===== src/rtl/mult_pkg.sv =====
// Shared definitions for the sequential 8x8 multiplier.
// Holds the FSM state encoding and the operand/product/counter widths used
// by the multiplier top level and its assertion checker.
package mult_pkg;

    localparam int OP_W   = 8;
    localparam int PROD_W = 16;
    localparam int CNT_W  = 4;

    typedef enum logic [1:0] {
        IDLE = 2'd0,
        RUN  = 2'd1,
        DONE = 2'd2
    } state_e;

endpackage


===== src/rtl/CLA_16_bit_lookahead.sv =====
// 16-bit two-level carry-lookahead adder.
// Ports:
//   a, b  : 16-bit addends
//   cin   : carry in
//   sum   : 16-bit sum
//   cout  : carry out of bit 15
// Four 4-bit groups each form group generate/propagate; group carries are
// then produced in parallel from those terms and cin.
module CLA_16_bit_lookahead (
    input  logic [15:0] a,
    input  logic [15:0] b,
    input  logic        cin,
    output logic [15:0] sum,
    output logic        cout
);

    logic [15:0] p_s;
    logic [15:0] g_s;
    logic [3:0]  gg_s;
    logic [3:0]  gp_s;
    logic [4:0]  cg_s;
    logic [16:0] c_s;

    assign p_s = a ^ b;
    assign g_s = a & b;

    // Group generate / propagate for each 4-bit slice.
    always_comb begin
        gg_s = 4'h0;
        gp_s = 4'h0;
        for (int k = 0; k < 4; k++) begin
            gg_s[k] = g_s[4*k+3]
                    | (p_s[4*k+3] & g_s[4*k+2])
                    | (p_s[4*k+3] & p_s[4*k+2] & g_s[4*k+1])
                    | (p_s[4*k+3] & p_s[4*k+2] & p_s[4*k+1] & g_s[4*k]);
            gp_s[k] = &p_s[4*k +: 4];
        end
    end

    // Second-level lookahead: all group carries are flat sums of products.
    always_comb begin
        cg_s    = 5'h00;
        cg_s[0] = cin;
        cg_s[1] = gg_s[0] | (gp_s[0] & cin);
        cg_s[2] = gg_s[1] | (gp_s[1] & gg_s[0]) | (gp_s[1] & gp_s[0] & cin);
        cg_s[3] = gg_s[2] | (gp_s[2] & gg_s[1]) | (gp_s[2] & gp_s[1] & gg_s[0])
                | (gp_s[2] & gp_s[1] & gp_s[0] & cin);
        cg_s[4] = gg_s[3] | (gp_s[3] & gg_s[2]) | (gp_s[3] & gp_s[2] & gg_s[1])
                | (gp_s[3] & gp_s[2] & gp_s[1] & gg_s[0])
                | (gp_s[3] & gp_s[2] & gp_s[1] & gp_s[0] & cin);
    end

    // Bit carries inside each group, driven from the group carry-in.
    always_comb begin
        c_s = 17'h00000;
        for (int k = 0; k < 4; k++) begin
            c_s[4*k]   = cg_s[k];
            c_s[4*k+1] = g_s[4*k] | (p_s[4*k] & cg_s[k]);
            c_s[4*k+2] = g_s[4*k+1] | (p_s[4*k+1] & g_s[4*k])
                       | (p_s[4*k+1] & p_s[4*k] & cg_s[k]);
            c_s[4*k+3] = g_s[4*k+2] | (p_s[4*k+2] & g_s[4*k+1])
                       | (p_s[4*k+2] & p_s[4*k+1] & g_s[4*k])
                       | (p_s[4*k+2] & p_s[4*k+1] & p_s[4*k] & cg_s[k]);
        end
        c_s[16] = cg_s[4];
    end

    assign sum  = p_s ^ c_s[15:0];
    assign cout = c_s[16];

endmodule


===== src/rtl/seq_mult_8x8_cla_chk.sv =====
// Assertion checker for seq_mult_8x8_cla.
// Ports:
//   clk, rst : clock and synchronous active-high reset of the multiplier
//   state    : multiplier FSM state
//   cout     : accumulate adder carry out
// Operands are at most 8 bits, so the 16-bit accumulate can never overflow.
module seq_mult_8x8_cla_chk
    import mult_pkg::*;
(
    input logic   clk,
    input logic   rst,
    input state_e state,
    input logic   cout
);

    a_no_acc_overflow: assert property (
        @(posedge clk) disable iff (rst) (state == RUN) |-> !cout
    );

endmodule


===== src/rtl/seq_mult_8x8_cla.sv =====
// Sequential unsigned 8x8 shift-and-add multiplier, one partial product per
// clock, accumulating through a 16-bit carry-lookahead adder.
// Ports:
//   clk     : rising-edge clock
//   rst     : synchronous active-high reset
//   start   : launch request, honoured only in IDLE
//   a, b    : multiplicand / multiplier, latched when start is accepted
//   busy    : high while in RUN or DONE
//   done    : one-cycle pulse when product is updated
//   product : last completed result, held until the next completion
module seq_mult_8x8_cla
    import mult_pkg::*;
#(
    parameter int N     = OP_W,
    parameter int STEPS = OP_W
) (
    input  logic              clk,
    input  logic              rst,
    input  logic              start,
    input  logic [N-1:0]      a,
    input  logic [N-1:0]      b,
    output logic              busy,
    output logic              done,
    output logic [PROD_W-1:0] product
);

    state_e              state_q, state_d;
    logic [PROD_W-1:0]   mcand_q, mcand_d;
    logic [N-1:0]        mplier_q, mplier_d;
    logic [PROD_W-1:0]   acc_q, acc_d;
    logic [CNT_W-1:0]    count_q, count_d;
    logic [PROD_W-1:0]   product_q, product_d;
    logic                busy_q, busy_d;
    logic                done_q, done_d;

    logic [PROD_W-1:0]   addend_s;
    logic [PROD_W-1:0]   sum_s;
    logic                cout_s;

    // Partial product for this step: the shifted multiplicand when the
    // current multiplier LSB is set.
    assign addend_s = mplier_q[0] ? mcand_q : 16'h0000;

    CLA_16_bit_lookahead u_cla (
        .a    (acc_q),
        .b    (addend_s),
        .cin  (1'b0),
        .sum  (sum_s),
        .cout (cout_s)
    );

    seq_mult_8x8_cla_chk u_chk (
        .clk   (clk),
        .rst   (rst),
        .state (state_q),
        .cout  (cout_s)
    );

    // Next-state, datapath and output-flag logic.
    always_comb begin
        state_d   = state_q;
        mcand_d   = mcand_q;
        mplier_d  = mplier_q;
        acc_d     = acc_q;
        count_d   = count_q;
        product_d = product_q;
        case (state_q)
            IDLE: begin
                if (start) begin
                    mcand_d  = {{(PROD_W-N){1'b0}}, a};
                    mplier_d = b;
                    acc_d    = 16'h0000;
                    count_d  = 4'd0;
                    state_d  = RUN;
                end else begin
                    state_d  = IDLE;
                end
            end
            RUN: begin
                acc_d    = sum_s;
                mcand_d  = mcand_q << 1;
                mplier_d = mplier_q >> 1;
                count_d  = count_q + 4'd1;
                if (count_q == 4'(STEPS - 1)) begin
                    product_d = sum_s;
                    state_d   = DONE;
                end else begin
                    state_d   = RUN;
                end
            end
            DONE: begin
                state_d = IDLE;
            end
            default: begin
                state_d = IDLE;
            end
        endcase
        // Flags are registered from the next state so they line up with it.
        busy_d = (state_d != IDLE);
        done_d = (state_d == DONE);
    end

    // State, datapath and output registers with synchronous reset.
    always_ff @(posedge clk) begin
        if (rst) begin
            state_q   <= IDLE;
            mcand_q   <= 16'h0000;
            mplier_q  <= 8'h00;
            acc_q     <= 16'h0000;
            count_q   <= 4'd0;
            product_q <= 16'h0000;
            busy_q    <= 1'b0;
            done_q    <= 1'b0;
        end else begin
            state_q   <= state_d;
            mcand_q   <= mcand_d;
            mplier_q  <= mplier_d;
            acc_q     <= acc_d;
            count_q   <= count_d;
            product_q <= product_d;
            busy_q    <= busy_d;
            done_q    <= done_d;
        end
    end

    assign busy    = busy_q;
    assign done    = done_q;
    assign product = product_q;

endmodule


===== config.mk =====
export PLATFORM = sky130hd
export DESIGN_NAME = seq_mult_8x8_cla
export DESIGN_NICKNAME = d
export VERILOG_FILES = /design/src/rtl/mult_pkg.sv /design/src/rtl/CLA_16_bit_lookahead.sv /design/src/rtl/seq_mult_8x8_cla_chk.sv /design/src/rtl/seq_mult_8x8_cla.sv
export SDC_FILE = /design/constraint.sdc
export NUM_CORES = 1
export LEC_CHECK = 0
export CORE_MARGIN = 4
export CORE_UTILIZATION = 50
export CTS_CLUSTER_DIAMETER = 30
export DETAILED_ROUTE_END_ITERATION = 16
export GPL_ROUTABILITY_DRIVEN = 0
export HOLD_SLACK_MARGIN = 0.02
export PLACE_DENSITY_LB_ADDON = 0.05
export SYNTH_ARGS = -nofsm -noshare
export SYNTH_HDL_FRONTEND = slang
export SYNTH_HIERARCHICAL = 1
export SYNTH_SLANG_ARGS = --single-unit

===== constraint.sdc =====
create_clock -name clk -period 4.8 [get_ports clk]
set_input_delay 1.2 -clock clk [delete_from_list [all_inputs] [get_ports clk]]
set_output_delay 1.2 -clock clk [all_outputs]
set_load 0.005 [all_outputs]

---- Yosys cells after proc, flatten, opt, wreduce, memory -nomap -nowiden ----
Index checks and enable logic that the tools add are counted.
cells by class
  add/subtract/negate cells ............... 1
  equality and inequality tests ........... 4
  mux-type cells .......................... 12
  bitwise gates (word level) .............. 86
  reduce and logical (&&, ||, !) cells .... 7
operators by type and width
  kind                                                              count
  16-bit one-hot mux with 2 select lines                            2
  1-bit bitwise AND                                                 50
  16-bit 2-to-1 mux                                                 3
  1-bit bitwise OR                                                  33
  16-bit XOR                                                        2
  8-bit one-hot mux with 2 select lines                             1
  15-bit bitwise AND                                                1
  8-bit 2-to-1 mux                                                  1
  4-bit one-hot mux with 2 select lines                             1
  4-bit AND reduction                                               2
  4-bit by 1-bit adder with 4-bit output (second input constant)    1
  4-bit by 3-bit == test with 1-bit output (second input constant)  1
  4-bit 2-to-1 mux                                                  1
  2-bit one-hot mux with 2 select lines                             1
  2-bit AND reduction                                               2
  2-bit nonzero test                                                2
  2-bit by 1-bit == test with 1-bit output (second input constant)  1
  2-bit == test (second input constant)                             1
  2-bit logical NOT                                                 1
  2-bit 2-to-1 mux                                                  1
  2-bit inequality test (second input constant)                     1
  1-bit 2-to-1 mux                                                  1
storage, ports and cells
  flip-flop bits (word level) ............. 64
  input port bits ......................... 19
  output and inout port bits .............. 18
  logic and storage cells ................. 118

---- Logic depth before layout (Yosys ltp) ----
Gate-level depths: netlist of the first run.
  word-level depth ........................ 13
  depth in mapped cells ................... 12
  mapped depth without buffers ............ 11

---- Modules after synthesis ----
Netlist of the first run, hierarchy kept.
by module, submodules not included
  module                times used  cells each  area each (um^2)  seq. area each (um^2)
  seq_mult_8x8_cla      1           250         2378.5            1281.2
  CLA_16_bit_lookahead  1           100         857.1             0.0

---- Worst setup path before layout of the first run ----
No wires, ideal clock.
  kind .................................... flip-flop to flip-flop
  start ................................... reg mplier_q[0]
  end ..................................... reg acc_q[13]
  arrival time ............................ 2.588 ns
  required time ........................... 4.672 ns
  path slack .............................. 2.084 ns
  stages on the path, launching flop included .. 13
  path buffers ............................ 1
  cell sequence ........................... dfxtp_1 clkbuf_1 and2_1 ha_1 a21o_1 o21ba_1 nor2_1 nor3b_1 inv_1 fa_1 xor2_1 a22oi_1 nor2_1
on the way
  elaborated cells between the ends (all ways) .. 38
  classes of those cells .................. 2 x mux; 34 x bitwise; 2 x reduce/logical
RTL lines
  element                                                       line                                                    source
  start: declaration                                            seq_mult_8x8_cla.sv:29                                  logic [N-1:0] mplier_q, mplier_d;
  start signal: assignment                                      seq_mult_8x8_cla.sv:117                                 mplier_q <= mplier_d;
  16-bit 2-to-1 mux (*)                                         seq_mult_8x8_cla.sv:42                                  assign addend_s = mplier_q[0] ? mcand_q : 16'h0000;
  via addend_s[9]                                               seq_mult_8x8_cla.sv:36                                  logic [PROD_W-1:0] addend_s;
  15-bit bitwise AND / 16-bit XOR (equally long branches)       CLA_16_bit_lookahead.sv:25, CLA_16_bit_lookahead.sv:24
  1-bit bitwise AND (on tied branches)                          CLA_16_bit_lookahead.sv:34, CLA_16_bit_lookahead.sv:35
  1-bit bitwise OR / 1-bit bitwise AND (equally long branches)  CLA_16_bit_lookahead.sv:34, CLA_16_bit_lookahead.sv:35
  1-bit bitwise OR                                              CLA_16_bit_lookahead.sv:35                              | (p_s[4*k+3] & p_s[4*k+2] & p_s[4*k+1] & g_s[4*k]);
  1-bit bitwise OR                                              CLA_16_bit_lookahead.sv:46                              cg_s[3] = gg_s[2] | (gp_s[2] & gg_s[1]) | (gp_s[2] & gp_s[1] & gg_s[0])
  1-bit bitwise OR (*)                                          CLA_16_bit_lookahead.sv:46
  1-bit bitwise AND (*)                                         CLA_16_bit_lookahead.sv:58                              c_s[4*k+1] = g_s[4*k] | (p_s[4*k] & cg_s[k]);
  1-bit bitwise OR (*)                                          CLA_16_bit_lookahead.sv:58
  16-bit XOR (*)                                                CLA_16_bit_lookahead.sv:68                              assign sum = p_s ^ c_s[15:0];
  via sum_s[13]                                                 seq_mult_8x8_cla.sv:37                                  logic [PROD_W-1:0] sum_s;
  16-bit one-hot mux with 2 select lines (*)                    seq_mult_8x8_cla.sv:67                                  case (state_q)
  end signal: assignment                                        seq_mult_8x8_cla.sv:109                                 acc_q <= 16'h0000;
  end signal: assignment                                        seq_mult_8x8_cla.sv:118                                 acc_q <= acc_d;
  end: declaration                                              seq_mult_8x8_cla.sv:30                                  logic [PROD_W-1:0] acc_q, acc_d;
The timed path passes the listed nets; every way through them passes the cells marked *.
A chain may end at the register's enable or synchronous reset.

---- Final worst setup path of the first run ----
  start ................................... reg mplier_q[0]
  end ..................................... reg acc_q[13]
on the way
  elaborated cells between the ends (all ways) .. 38
  classes of those cells .................. 2 x mux; 34 x bitwise; 2 x reduce/logical
RTL lines
  element                                                       line                                                                                source
  16-bit 2-to-1 mux (*)                                         seq_mult_8x8_cla.sv:42
  via addend_s[3]                                               seq_mult_8x8_cla.sv:36
  16-bit XOR                                                    CLA_16_bit_lookahead.sv:24                                                          assign p_s = a ^ b;
  1-bit bitwise AND (on tied branches)                          CLA_16_bit_lookahead.sv:33, CLA_16_bit_lookahead.sv:34, CLA_16_bit_lookahead.sv:35
  1-bit bitwise OR (tied with other cells)                      CLA_16_bit_lookahead.sv:33                                                          | (p_s[4*k+3] & g_s[4*k+2])
  1-bit bitwise OR / 1-bit bitwise AND (equally long branches)  CLA_16_bit_lookahead.sv:34, CLA_16_bit_lookahead.sv:35
  1-bit bitwise OR (*)                                          CLA_16_bit_lookahead.sv:35
  1-bit bitwise AND (*)                                         CLA_16_bit_lookahead.sv:46
  1-bit bitwise OR (*)                                          CLA_16_bit_lookahead.sv:46
  1-bit bitwise AND (*)                                         CLA_16_bit_lookahead.sv:58
  1-bit bitwise OR (*)                                          CLA_16_bit_lookahead.sv:58
  16-bit XOR (*)                                                CLA_16_bit_lookahead.sv:68
  via sum_s[13]                                                 seq_mult_8x8_cla.sv:37
  16-bit one-hot mux with 2 select lines (*)                    seq_mult_8x8_cla.sv:67
Marks and branches as above.

==> results.toml, run 1 <==
[timing]
max-slew-margin-rel = 0.348
slew_viol_final = 0
setup-tns-final_ps = 0
final-hold-violation-count = 0
worst_slew_pin_slew_ps = 978
finalWorstSetupSlack_ps = 1810
final-setup-viol-count = 0
rsz_0062_raised_after_global_routing = "false"
min_period_over_period = 0.623
final.setup_skew_ps = 8.76
fmax_mhz = 334
post-route-min-period_ps = 2990

[floorplan]
floorplan.io_pins = 37
chipWidth_um = 88.0
site_rows = 28
placeableCoreArea_mm2 = 0.00606
initial_core_util = 0.528
fp.dieArea_mm2 = 0.00775
dieHeight_um = 88.0

[cells_and_area]
nets = 416
post_route_cells_drive_above_1_share = 0.0919
layout_area_overhead_pct = 18.1
fin_area_mm2 = 0.00378
final_cell_mix = "sky130_fd_sc_hd__dfxtp_1 (64), sky130_fd_sc_hd__nor2_1 (54), sky130_fd_sc_hd__clkdlybuf4s50_1 (35), sky130_fd_sc_hd__a22oi_1 (27), sky130_fd_sc_hd__a21oi_1 (22)"
fillCellCount = 524
layout.cells.most_common = "sky130_fd_sc_hd__dfxtp_1"
antenna-diode-count = 0
layoutNonFillerInstCount = 456

[worst_hold_path]
hold_path_end = "product[7]"
min_path_cells = 1
holdCritPathClass = "flop to flop"
timing.hold.worst.start = "product[7]"

[cts]
cts_sinks = 64
hold_buffers = 0
cts_tree = "yes"
cts-root-to-sink-buffers = 2
h-tree-depth = 3
clkLatencyLatePin_ps = 340
clock-root-buffer = "sky130_fd_sc_hd__clkbuf_8"
post_cts.repair.setup_buffers = 0
number_of_buffers_created_by_cts = 9
cts-resized-gates = 0
clk_pin_slew_worst_paths_ps = 70

[drt]
final_antenna_net_count = 0
detail_route.first_pass.iterations = 4
routed-via-count = 2591
wirelength_um = 6770
wl_per_cell_um = 14.8
avgViaCountPerCell = 5.68
route.detailed.drc = 0
drtIter0Drc = 138

[global_routing]
grt_first_pass_wirelength_um = 12000
grt_max_degree = 50
overflow = 0
antenna_violations_before_repair = 0
globalRouteTotalUtil = 0.196
first_global_vias = 2500

[outcome]
run_status = "finished clean"

[worst_setup_path]
rrSetupSlack_ps = 1810
critical_path.endpoint_type = "flop"
worstReg2RegEnd = "acc_q[13]"
crit_type = "flop to flop"
crit_path_max_fanout = 17
r2r_start = "mplier_q[0]"
worst-endpoint-required_ps = 4990
timing.reg2reg.worst_path_depth = 11
worst_ep_arrival_time_ps = 3180
cp_launch_type = "flop"

[synth]
netlist_area_mm2 = 0.00320
synthCells = 346
average_cell_area_after_synthesis_um2 = 9.25
synthesis.yosys.warnings = 6

[power]
cellPowerDensity_mw_per_mm2 = 299
total_power_mw = 1.13
vdd_ir_drop_max_uv = 171
leakage_component_of_the_power_nw = 1.58

[placed_design]
placement.cell_area_mm2 = 0.00358
detailedPlace.worstSlack_ps = 1830
numPlacedInstances = 440
io_buffer_count = 36
dp.final_hpwl_um = 4580

[run]
maxCapViolCount = 0
[worst max path at each step]
| stage | slack, ps | cells past startpoint | startpoint | end |
|---|---|---|---|---|
| after floorplan | 2220 | 12 | mplier_q[0] | acc_q[13] |
| after global placement | 1870 | 11 | mplier_q[0] | acc_q[13] |
| after detailed placement | 1830 | 11 | mplier_q[0] | acc_q[13] |
| after CTS | 1800 | 11 | mplier_q[0] | acc_q[13] |
| after global routing | 1560 | 11 | mplier_q[0] | acc_q[13] |
| final | 1810 | 11 | mplier_q[0] | acc_q[13] |
[metal layers]
metal | vias to the layer above | share of wire | GRT usage
li1 | 1313 | - | -
met1 | 1218 | 0.50 | 0.272
met2 | 49 | 0.44 | 0.297
met3 | 11 | 0.038 | 0.0339
met4 | 0 | 0.018 | 0.0948
met5 | - | 0 | 0
[final cells by class]
type                       count  area [µm²]  share of cell area
clock buffer                  11         151              0.0400
sequential                    64        1280               0.339
clock inverter                 5        55.1              0.0146
tap                           75        93.8              0.0248
multi-input combinational    254        1800               0.475
timing repair buffer          38         370              0.0979
inverter                       9        33.8             0.00893
[metrics by stage]
stage,util,hold WS (ps)
2_1_floorplan,-,466
3_3_place_gp,0.590,454
3_5_place_dp,0.590,457
4_1_cts,0.624,478
5_1_grt,0.624,493
6_report,0.624,471
[sequential cells by signal, summed over array words and instances, names as in the netlist]
name	flops
product	16
acc_q	16
state_q	2
mcand_q	16
mplier_q	8
count_q	4
busy	1
done	1
[worst max-delay path: stages (launching register included)]
cell	delay (ps)
sky130_fd_sc_hd__dfxtp_1	560
sky130_fd_sc_hd__and2_1	190
sky130_fd_sc_hd__ha_1	280
sky130_fd_sc_hd__and2_4	210
sky130_fd_sc_hd__a221oi_4	400
sky130_fd_sc_hd__a2111oi_1	150
sky130_fd_sc_hd__nor3b_1	210
sky130_fd_sc_hd__inv_1	70
sky130_fd_sc_hd__fa_1	370
sky130_fd_sc_hd__xor2_1	180
sky130_fd_sc_hd__a22oi_1	160
sky130_fd_sc_hd__nor2_1	50
[power by group]
part	internal, mW	total, mW	switching [mW]
Clock	0.266	0.475	0.209
Sequential	0.546	0.559	0.0128
Combinational	0.0394	0.0953	0.0559
Total	0.852	1.13	0.278
(Power assumes the default switching activity.)
==> run 2: changes to the inputs <==
==> constraint.sdc (replaced) <==
create_clock -name clk -period 2.4 [get_ports clk]
set_input_delay 0.6 -clock clk [delete_from_list [all_inputs] [get_ports clk]]
set_output_delay 0.6 -clock clk [all_outputs]
set_load 0.005 [all_outputs]
==> run 2 against run 1 <==
  * The run now ends with negative setup slack left
  * Clock skew down 3.0 ps
  * Cell area rose by 14%
  * Worst setup slack got worse by 1800 ps
  * Final cell count increased by 7.9%
  * Power grew 110%
  * Global-route usage up 1.5 points
  * Flip-flop and latch count did not move
  * Worst hold slack gained 3.6 ps
  * First-iteration DRC count fell by 10%
  * Sequential power up 99%
  * Combinational power increased to 2.6 times the previous value
  * Clock power up 130%
  * Critical path type unchanged
  * Highest routed layer unchanged
==> results.toml, run 2 (synthesis results as in run 1) <==
[worst_setup_path]
crit_type = "flop to flop"
critical_path.endpoint_type = "flop"
worst-endpoint-required_ps = 2630
worst_ep_arrival_time_ps = 2650
crit_path_max_fanout = 11
cp_launch_type = "flop"
rrSetupSlack_ps = -20

[cells_and_area]
antenna-diode-count = 0
sequential_cell_area_mm2 = 0.00128
layout_area_overhead_pct = 35.1
layout.cells.most_common = "sky130_fd_sc_hd__dfxtp_1"
nets = 452
fillCellCount = 474
post_route_cells_drive_above_1_share = 0.240
footprint_of_the_multi_input_gates_mm2 = 0.00203
final_cell_mix = "sky130_fd_sc_hd__dfxtp_1 (62), sky130_fd_sc_hd__nor2_1 (54), sky130_fd_sc_hd__clkdlybuf4s50_1 (35), sky130_fd_sc_hd__buf_4 (35), sky130_fd_sc_hd__a22oi_1 (25)"

[timing]
rsz_0062_raised_after_global_routing = "true"
max-slew-margin-rel = 0.444
slew_viol_final = 0
setup-tns-final_ps = -27.1
worst_slew_pin_slew_ps = 834
fmax_mhz = 412
post-route-min-period_ps = 2420
final-setup-viol-count = 2
final-hold-violation-count = 0
final.setup_skew_ps = 5.79
min_period_over_period = 1.01
finalWorstSetupSlack_ps = -24.9

[power]
vdd_ir_drop_max_uv = 494
p_clk_frac = 0.440
leakage_component_of_the_power_nw = 1.81
total_power_mw = 2.43
cellPowerDensity_mw_per_mm2 = 561
power.share.sequential = 0.459
internal_power_mw = 1.80
p_sw_mw = 0.625
combinationalPowerShare = 0.101
sw_frac_of_total = 0.257

[global_routing]
antenna_violations_before_repair = 0
first_global_vias = 2626
overflow = 0
grt_max_degree = 45
globalRouteTotalUtil = 0.212
grt_first_pass_wirelength_um = 12600

[drt]
routed-via-count = 2753
drtIter0Drc = 124
route.detailed.drc = 0
final_antenna_net_count = 0
avgViaCountPerCell = 5.60
wl_per_cell_um = 15.4
wirelength_um = 7590
detail_route.first_pass.iterations = 4

[floorplan]
floorplan.io_pins = 37
dieHeight_um = 88.0
chipWidth_um = 88.0
site_rows = 28
fp.dieArea_mm2 = 0.00775
placeableCoreArea_mm2 = 0.00606
initial_core_util = 0.528

[outcome]
violated_checks = "negative setup slack"
run_status = "finished, violations left"

[cts]
clock-root-buffer = "sky130_fd_sc_hd__clkbuf_8"
number_of_buffers_created_by_cts = 9
cts_tree = "yes"
cts-root-to-sink-buffers = 2
clkLatencyLatePin_ps = 350
cts_sinks = 64
clk_pin_slew_worst_paths_ps = 80
h-tree-depth = 3

[placed_design]
io_buffer_count = 36
detailedPlace.worstSlack_ps = -169
dp.final_hpwl_um = 5240

[run]
maxCapViolCount = 0

[worst_hold_path]
holdCritPathClass = "flop to flop"
[run 2: cell count changes in the layout (fill, tap and decap cells not counted), sizes merged]
cell and change:
buf +36, bufinv +1, clkbuf -2, clkinv -1, clkinvlp -1, inv +3
[run 2: final timing paths]
kind               start         end  cells after the start
max          mplier_q[0]   acc_q[13]                     12
min           product[0]  product[0]                      1
max reg2reg  mplier_q[0]   acc_q[13]                     12
min reg2reg   product[0]  product[0]                      1
[run 2: area by class of cell]
type,count,share of cell area
clock buffers,9,0.0286
multi-input cells,254,0.469
repair buffers,74,0.153
inverters,9,0.00781
well taps,75,0.0217
clock inverters,7,0.0237
flip-flops and latches,64,0.297
[run 2: power by group through the flow]
stage,combinational [mW],clock (mW),sequential (mW)
floorplan,0.139,0,1.13
global placement,0.227,0,1.14
detailed placement,0.230,0,1.14
CTS,0.237,1.09,1.11
global route,0.271,1.15,1.12
finish,0.245,1.07,1.11
[run 2: critical path, cell delays in order, from the launching register on]
cell and delay [ps]:
sky130_fd_sc_hd__dfxtp_2 340, sky130_fd_sc_hd__buf_4 160, sky130_fd_sc_hd__and2_1 150, sky130_fd_sc_hd__ha_1 320, sky130_fd_sc_hd__nand4_1 170, sky130_fd_sc_hd__buf_4 150
sky130_fd_sc_hd__nor2b_1 50, sky130_fd_sc_hd__nor3b_2 170, sky130_fd_sc_hd__inv_1 70, sky130_fd_sc_hd__fa_2 330, sky130_fd_sc_hd__xor2_1 180, sky130_fd_sc_hd__a22oi_1 140
sky130_fd_sc_hd__nor2_1 60
[run 2: metrics by stage]
stage | std cells | area, µm² | utilization | hold WS [ps]
floorplan | 347 | 3270 | - | 466
global placement | 471 | 3890 | 0.641 | 456
detailed placement | 471 | 3890 | 0.641 | 456
CTS | 491 | 4240 | 0.700 | 477
global route | 492 | 4330 | 0.714 | 489
finish | 492 | 4330 | 0.714 | 474
[run 2: what timing repair did]
action,4_1_cts,5_1_grt
endpoints found under the hold margin,0,0
setup buffers,4,2
setup endpoints to repair,10,17
pin swaps,10,9
resized for setup,13,13
hold buffers,0,0
[run 2: routing by layer]
layer  part of all wire  routed length [µm]  vias to the layer above  GRT usage
li1                   -                   -                     1379          -
met3              0.050                 380                       13     0.0367
met5                  0                   0                        -          0
met2               0.47                3560                       69      0.339
met4              0.021                 159                        0      0.104
met1               0.46                3490                     1292      0.276
==> run 3: changes to the inputs <==
==> constraint.sdc (replaced) <==
create_clock -name clk -period 2.4 [get_ports clk]
set_input_delay 0.6 -clock clk [delete_from_list [all_inputs] [get_ports clk]]
set_output_delay 0.6 -clock clk [all_outputs]
set_load 0.05 [all_outputs]
==> results of run 3 <==
The final DEF is identical to that of run 2. Status: finished, violations left: negative setup slack.
